**src/rtl/dmem_stream_loader_pkg.sv**
```systemverilog
// dmem_stream_loader_pkg: shared widths and loader state encoding
package dmem_stream_loader_pkg;
    localparam int DATA_W         = 32;
    localparam int BYTE_W         = 8;
    localparam int BYTES_PER_WORD = DATA_W / BYTE_W;
    localparam int IDX_W          = $clog2(BYTES_PER_WORD);
    localparam int DMEM_DEPTH     = 65536;

    typedef enum logic [1:0] {
        LDR_IDLE  = 2'd0,
        LDR_RECV  = 2'd1,
        LDR_WRITE = 2'd2,
        LDR_DONE  = 2'd3
    } ldr_state_t;
endpackage

```
**src/rtl/dmem_stream_loader_byte_word_packer.sv**
```systemverilog
// byte_word_packer: shifts stream bytes into a big-endian word, pulses on the last byte
module byte_word_packer
    import dmem_stream_loader_pkg::*;
(
    input  logic              clk,
    input  logic              rst_n,
    input  logic              clr,
    input  logic              in_fire,
    input  logic [BYTE_W-1:0] in_data,
    output logic [DATA_W-1:0] word,
    output logic              word_valid
);
    logic [IDX_W-1:0] idx;

    assign word_valid = in_fire && idx == IDX_W'(BYTES_PER_WORD - 1);

    // first byte ends up in the top lane after all shifts
    always_ff @(posedge clk or negedge rst_n) begin
        if (!rst_n) begin
            idx  <= '0;
            word <= '0;
        end else if (clr) begin
            idx <= '0;
        end else if (in_fire) begin
            idx  <= word_valid ? '0 : idx + 1'b1;
            word <= {word[DATA_W-BYTE_W-1:0], in_data};
        end
    end
endmodule

```
**src/rtl/dmem_stream_loader.sv**
```systemverilog
// dmem_stream_loader: streams bytes into dmem words; DMEM_LDR_CSUM_EN adds a word checksum output
module dmem_stream_loader
    import dmem_stream_loader_pkg::*;
#(
    parameter int ADDR_W = 16
) (
    input  logic              clk,
    input  logic              rst_n,
    input  logic              start,
    input  logic [ADDR_W-1:0] base_addr,
    input  logic [ADDR_W-1:0] word_cnt,
    input  logic              in_valid,
    input  logic [7:0]        in_data,
    output logic              in_ready,
    input  logic [ADDR_W-1:0] cpu_a,
    input  logic [DATA_W-1:0] cpu_wd,
    input  logic              cpu_we,
    output logic [ADDR_W-1:0] dmem_a,
    output logic [DATA_W-1:0] dmem_wd,
    output logic              dmem_we,
    output logic              busy,
    output logic              done,
`ifdef DMEM_LDR_CSUM_EN
    output logic [DATA_W-1:0] csum,
`endif
    output logic              cpu_hold
);
    ldr_state_t        state;
    logic [ADDR_W-1:0] addr;
    logic [ADDR_W-1:0] rem;
    logic [DATA_W-1:0] word;
    logic              word_valid;
    logic              pass;
    logic              in_fire;

    assign pass     = state == LDR_IDLE || state == LDR_DONE;
    assign in_fire  = in_valid && in_ready;
    assign cpu_hold = busy;

    byte_word_packer u_packer (
        .clk       (clk),
        .rst_n     (rst_n),
        .clr       (pass && start),
        .in_fire   (in_fire),
        .in_data   (in_data),
        .word      (word),
        .word_valid(word_valid)
    );

    // CPU owns the port outside a load; the loader drives it only while writing
    always_comb begin
        dmem_a  = pass ? cpu_a : addr;
        dmem_wd = pass ? cpu_wd : word;
        dmem_we = pass ? cpu_we : state == LDR_WRITE;
    end

    // load sequencer with registered handshake and status outputs
    always_ff @(posedge clk or negedge rst_n) begin
        if (!rst_n) begin
            state    <= LDR_IDLE;
            addr     <= '0;
            rem      <= '0;
            in_ready <= 1'b0;
            busy     <= 1'b0;
            done     <= 1'b0;
`ifdef DMEM_LDR_CSUM_EN
            csum     <= '0;
`endif
        end else begin
            case (state)
                LDR_IDLE, LDR_DONE: if (start) begin
`ifdef DMEM_LDR_CSUM_EN
                    csum <= '0;
`endif
                    if (word_cnt != '0) begin
                        state    <= LDR_RECV;
                        addr     <= base_addr;
                        rem      <= word_cnt;
                        in_ready <= 1'b1;
                        busy     <= 1'b1;
                        done     <= 1'b0;
                    end else begin
                        state <= LDR_DONE;
                        done  <= 1'b1;
                    end
                end
                LDR_RECV: if (word_valid) begin
                    state    <= LDR_WRITE;
                    in_ready <= 1'b0;
                end
                LDR_WRITE: begin
                    addr <= addr + 1'b1;
                    rem  <= rem - 1'b1;
`ifdef DMEM_LDR_CSUM_EN
                    csum <= csum + word;
`endif
                    if (rem == ADDR_W'(1)) begin
                        state <= LDR_DONE;
                        busy  <= 1'b0;
                        done  <= 1'b1;
                    end else begin
                        state    <= LDR_RECV;
                        in_ready <= 1'b1;
                    end
                end
            endcase
        end
    end
endmodule

```
**config.mk**
```make
export PLATFORM = sky130hd
export DESIGN_NAME = dmem_stream_loader
export DESIGN_NICKNAME = d
export VERILOG_FILES = /design/src/rtl/dmem_stream_loader_pkg.sv /design/src/rtl/dmem_stream_loader_byte_word_packer.sv /design/src/rtl/dmem_stream_loader.sv
export SDC_FILE = /design/constraint.sdc
export NUM_CORES = 1
export LEC_CHECK = 0
export CAP_MARGIN = 40
export CORE_ASPECT_RATIO = 1.1
export CORE_MARGIN = 1.5
export CORE_UTILIZATION = 40
export CTS_CLUSTER_DIAMETER = 40
export CTS_CLUSTER_SIZE = 25
export DETAILED_ROUTE_END_ITERATION = 10
export PLACE_DENSITY = 0.75
export SLEW_MARGIN = 10
export SYNTH_ARGS = -nofsm -noshare
export SYNTH_HDL_FRONTEND = slang
export SYNTH_SLANG_ARGS = --single-unit
```
**constraint.sdc**
```tcl
create_clock -name clk -period 2.25 [get_ports clk]
set_clock_uncertainty 0.05 [all_clocks]
set_input_delay 0.3375 -clock clk [delete_from_list [all_inputs] [get_ports clk]]
set_output_delay 0.3375 -clock clk [all_outputs]
set_load 0.005 [all_outputs]
```
== Word level (Yosys, flattened, before mapping) ==
Index checks and enable logic that the tools add are counted.

* Bits in registers: 71

* Add/subtract/negate cells: 3
* Equality and inequality tests: 10
* Multiplexer cells: 28
* Bitwise gates (word level): 1
* Reductions and logical operators: 15

{| class="wikitable"
|+ Operators with widths
! kind !! number
|-
| $mux W16 || 5
|-
| $pmux W16 S2 || 2
|-
| $mux W32 || 1
|-
| $add A16 B1 Y16 const B || 1
|-
| $eq A16 B1 Y1 const B || 1
|-
| $reduce_bool A16 Y1 || 1
|-
| $sub A16 B1 Y16 const B || 1
|-
| $mux W2 || 7
|-
| $mux W1 || 9
|-
| $reduce_and A4 Y1 || 2
|-
| $eq A2 B2 Y1 const B || 3
|-
| $ne A2 B2 Y1 const B || 3
|-
| $pmux W2 S3 || 1
|-
| $reduce_and A3 Y1 || 2
|-
| $ne A2 B1 Y1 const B || 2
|-
| $pmux W1 S2 || 2
|-
| $reduce_and A2 Y1 || 2
|-
| $reduce_bool A2 Y1 || 2
|-
| $logic_and A1 B1 Y1 || 3
|-
| $pmux W1 S3 || 1
|-
| $add A2 B1 Y2 const B || 1
|-
| $eq A2 B1 Y1 const B || 1
|-
| $logic_not A2 Y1 || 1
|-
| $reduce_or A2 Y1 || 1
|-
| 2 further kinds || 2
|}

== Longest topological paths before layout ==
* Depth after elaboration: 5
* Mapped depth: 9
* Gate-level depth less buffers: 7

== Hierarchy ==
From an unflattened synthesis, not the netlist that was laid out.

* Cell total of the unflattened synthesis: 426
* Area, all modules: 4,403.0 um^2

{| class="wikitable"
|+ By module, submodules not included
! module !! times used !! cells each !! area an instance (um^2) !! sequential area each (um^2)
|-
| dmem_stream_loader || 1 || 348 || 2,941.6 || 925.9
|-
| byte_word_packer || 1 || 78 || 1,461.4 || 850.8
|}

== Worst setup path after synthesis ==
Ideal clock, no wire load.

* Path type: register to output
* Start: reg state[0]
* End: out dmem_wd[28]
* Arrival: 2.027 ns
* Required time: 1.862 ns
* Path slack: -0.164 ns
* Stages on the path, launching flop included: 7
* Buffers on the path: 3
* Cell sequence: dfrtp_1 inv_1 ha_1 clkbuf_1 clkbuf_1 buf_1 mux2_2

* Word-level cells in the longest chain between the ends: 3
* Elaborated cells between the ends (all ways): 4
* Classes of those cells: eq/ne (1); mux (1); reduce/logical (2)

{| class="wikitable"
|+ Ends and longest elaborated chain
! what !! RTL line !! RTL
|-
| start, declared || dmem_stream_loader.sv:28 || <nowiki>ldr_state_t state;</nowiki>
|-
| start signal, assigned || dmem_stream_loader.sv:60 || <nowiki>state <= LDR_IDLE;</nowiki>
|-
| start signal, assigned || dmem_stream_loader.sv:76 || <nowiki>state <= LDR_RECV;</nowiki>
|-
| start signal, assigned || dmem_stream_loader.sv:83 || <nowiki>state <= LDR_DONE;</nowiki>
|-
| $eq A2 B2 Y1 / $logic_not A2 Y1 (equally long branches) || dmem_stream_loader.sv:36 || <nowiki>assign pass = state == LDR_IDLE || state == LDR_DONE;</nowiki>
|-
| $logic_or A1 B1 Y1 (*) || dmem_stream_loader.sv:36 ||
|-
| $mux W32 (*) || dmem_stream_loader.sv:53 || <nowiki>dmem_wd = pass ? cpu_wd : word;</nowiki>
|-
| end, declared || dmem_stream_loader.sv:19 || <nowiki>output logic [DATA_W-1:0] dmem_wd,</nowiki>
|}

Every way passes the cells marked *; elsewhere a longest branch is shown, timed or not.

== Final worst setup path ==
* Start: reg state[0]
* End: out dmem_wd[27]

Same word-level chain as after synthesis.

==> results.md <==
* CTS Root Cell: clkbuf_16
* Peak VDD IR at 0.864 mV
* Highest Clock Rate at 431 MHz
* Htree depth at 3
* Port Buf Inserts at roughly 150
* DRT iter0 DRCs at 261
* Most common cell after layout, fill and taps aside: clkdlybuf4s50_1
* Wire per inst at 18.5 microns
* Clock share of power at 0.164
* CTS buffer count at 9
* Critical Path End Type: primary output
* CP startpoint kind: flop
* Total gr overflow at 0
* Synth Instances at between 400 and 500
* FF-to-FF setup slack at 0.07 ns
* Synth top area share at 0.416
* Failing checks: negative setup slack
* Area of placed instances at roughly 6100 sq um
* Synth Register Bits at 71
* Initial antenna violation count at 0
* Layout area overhead at 61.5%
* Share of cells above drive strength 1 at 0.376
* Via density at 5.70
* Switching fraction of total power at 0.351
* Post-route DRC at 0
* R2R cell count at 10
* Die Y-Extent at 111 microns
* Clock Path Buffers at 2
* Part of the Yosys area used for sequential elements at 0.416
* Total iterations of the first detailed-routing run at 8
* Total vias in the final route at 4349
* Vias in the first global route at 4369
* Design area at 6900 sq um
* Wire length of the first global-routing pass at 21.4 mm
* Slew headroom at 0.569
* Combinational power share at 0.599
* EDFF count, synth at 0
* Slew Viols, Final at 0
* Max-Cap Viols at 0
* Setup ws final at -0.0699 ns
* Worst hold slack at ~0.25 ns
* Largest net degree at the start of global routing at 38
* Leak at 2.97 nW
* Syn nets at a little over 500
* Yosys top cell by area: dfrtp_1
* IO Pins at 146
* Slew @ Worst Pin at around 0.64 ns
* Final HPWL DP at 8.63 mm
* Final min period at 2.32 ns
* Reg-to-Reg Start: state[0]$_DFFE_PN0P_
* WL final at 14.1 mm
* Core area at a little over 10000 sq um
* CTS tree: built
* Worst hold path cell count at 3
* Worst-path fanout max at 5
* Critical Path AT at 1.93 ns
* Syn Std Cell Area at 4270 sq um
* Post-synth ARST share at 1.00
* Nets at ~700
* Reg clk slew, reported paths at 0.06 ns
* P_sw at 3.79 mW
* Fin crit share at 1.03
* Clk_lat worst skew at between 0.3 and 0.4 ns
* Crit Path Category: flop to primary output
* RSZ-0062 raised after global routing: yes
* Total GRT Usage at 0.239
* Syn Area/Cell at slightly above 10 sq um
* Pwr dens at 1570 nW/um^2
* Hold Path Sink: rem[13]$_DFFE_PN0P_
* Worst endpoint required time at 1.86 ns
* Antenna cell count at 0
* Starting density of the core at 0.411
* Row count at 39
* Clock sink count at 71
* Hold Startpoint: word_cnt[13]
* Internal power at 7.00 mW
* Status: finished, violations left
* Hold WC Path Type: input port to flop
* Routability Congestion at 0.840
* Antenna Violating Nets Remaining at 0
* Die outline width at 102 microns
* Yosys cell types at 53
* Final Hold Fails at 0
* R2r endpoint: addr[15]$_DFFE_PN0P_
* Seq pwr share at 0.237
* Ys Warns at 0
* Setup violators final at 9
* Synth area leaders: dfrtp_1 42%, mux2_2 21%, a21oi_1 4.1%
* Most common flop cell mapped by yosys: dfrtp_1
* Setup crit start: state[0]$_DFFE_PN0P_
* Die area at roughly 11000 sq um
* Most frequent cells in the layout: 79 x clkdlybuf4s50_1, 71 x dfrtp_1, 58 x mux2_2
[power groups by stage]
stage	logic, mW	clock network [mW]	registers, mW
after floorplan	3.02	0	2.30
after global placement	5.05	0	2.48
after detailed placement	5.17	0	2.51
after CTS	6.03	1.78	2.50
after global routing	6.91	1.84	2.64
final	6.46	1.77	2.56
[layer usage]
| layer | part of all wire | global-route usage | vias to the layer above | routed length, microns |
|---|---|---|---|---|
| met3 | 0.083 | 0.0446 | 29 | 1170 |
| met4 | 0.021 | 0.0796 | 0 | 291 |
| met1 | 0.39 | 0.297 | 2107 | 5520 |
| li1 | - | - | 1956 | - |
| met2 | 0.50 | 0.412 | 257 | 7100 |
| met5 | 0 | 0 | - | 0 |
[critical path, stage by stage (launching register included)]
cell	delay [ns]
dfrtp_1	0.40
inv_2	0.08
ha_4	0.21
buf_12	0.14
buf_8	0.13
buf_16	0.13
buf_6	0.11
mux2_4	0.29
buf_6	0.11
[Yosys cell counts (3+ instances only)]
| cell | instances |
|---|---|
| and3_1 | 3 |
| a31oi_1 | 3 |
| nand2_1 | 26 |
| nor2_1 | 22 |
| nand3_1 | 15 |
| nand3b_1 | 3 |
| clkbuf_1 | 15 |
| or4_4 | 3 |
| dfrtp_1 | 71 |
| mux2_2 | 79 |
| o21ai_0 | 24 |
| a22oi_1 | 7 |
| nor2b_1 | 7 |
| inv_1 | 11 |
| o22ai_1 | 7 |
| buf_1 | 4 |
| o22a_1 | 5 |
| nor4_1 | 3 |
| mux2i_1 | 5 |
| nor3_1 | 7 |
| a21boi_0 | 3 |
| or4_1 | 5 |
| buf_2 | 3 |
| ha_1 | 6 |
| buf_6 | 3 |
| a21oi_1 | 35 |
| and2_1 | 6 |
[state kept, by name, indices dropped and copies added, names as in the netlist]
| signal | cells |
|---|---|
| u_packer.idx | 2 |
| state | 2 |
| addr | 16 |
| busy | 1 |
| done | 1 |
| in_ready | 1 |
| u_packer.word | 32 |
| rem | 16 |
[logic make-up after synthesis]
logic type      after synthesis  share of synthesized area
simple gates                109                      0.134
compound gates              108                      0.171
mux                          84                      0.220
flops                        71                      0.416
buf+inv                      38                     0.0413
fa+ha+maj                     6                     0.0176
[through the flow]
stage                     total power, mW  TNS [ns]  std cells  setup slack (ns)   util
after floorplan                      5.32   -0.0109        416           -0.0109      -
after global placement               7.53    -14.86        712            -0.512  0.586
after detailed placement             7.68    -16.47        712            -0.572  0.586
after CTS                            10.3     -1.44        758            -0.121  0.652
after global routing                 11.4    -0.990        763            -0.112  0.664
final                                10.8    -0.436        763           -0.0699  0.664
[what timing repair did]
action / in CTS / in global routing
hold endpoints to repair: 34 / 0
pin swaps: 11 / 9
buffers inserted: 21 / 5
cloned: 8 / 2
setup endpoints to repair: 82 / 75
hold buffers: 1 / 0
resized for setup: 175 / 80
[area by class of cell]
| class | count | area (sq um) |
|---|---|---|
| Inverter | 11 | 41.3 |
| Clock buffer | 11 | 243 |
| Timing Repair Buffer | 211 | 2000 |
| Sequential cell | 71 | 1780 |
| Tap cell | 143 | 179 |
| Multi-Input combinational cell | 311 | 2530 |
| Clock inverter | 5 | 129 |
| Fill cell | 807 | 3500 |
[worst max-delay path by stage]
stage / slack [ns] / cells after the start / endpoint
after floorplan: -0.01 / 6 / rem[7]$_DFFE_PN0P_
after global placement: -0.51 / 6 / rem[7]$_DFFE_PN0P_
after detailed placement: -0.57 / 6 / rem[10]$_DFFE_PN0P_
after CTS: -0.12 / 6 / dmem_wd[13]
after global routing: -0.11 / 8 / dmem_wd[16]
final: -0.07 / 8 / dmem_wd[27]
Note: power is estimated with default switching activity, not from simulation.
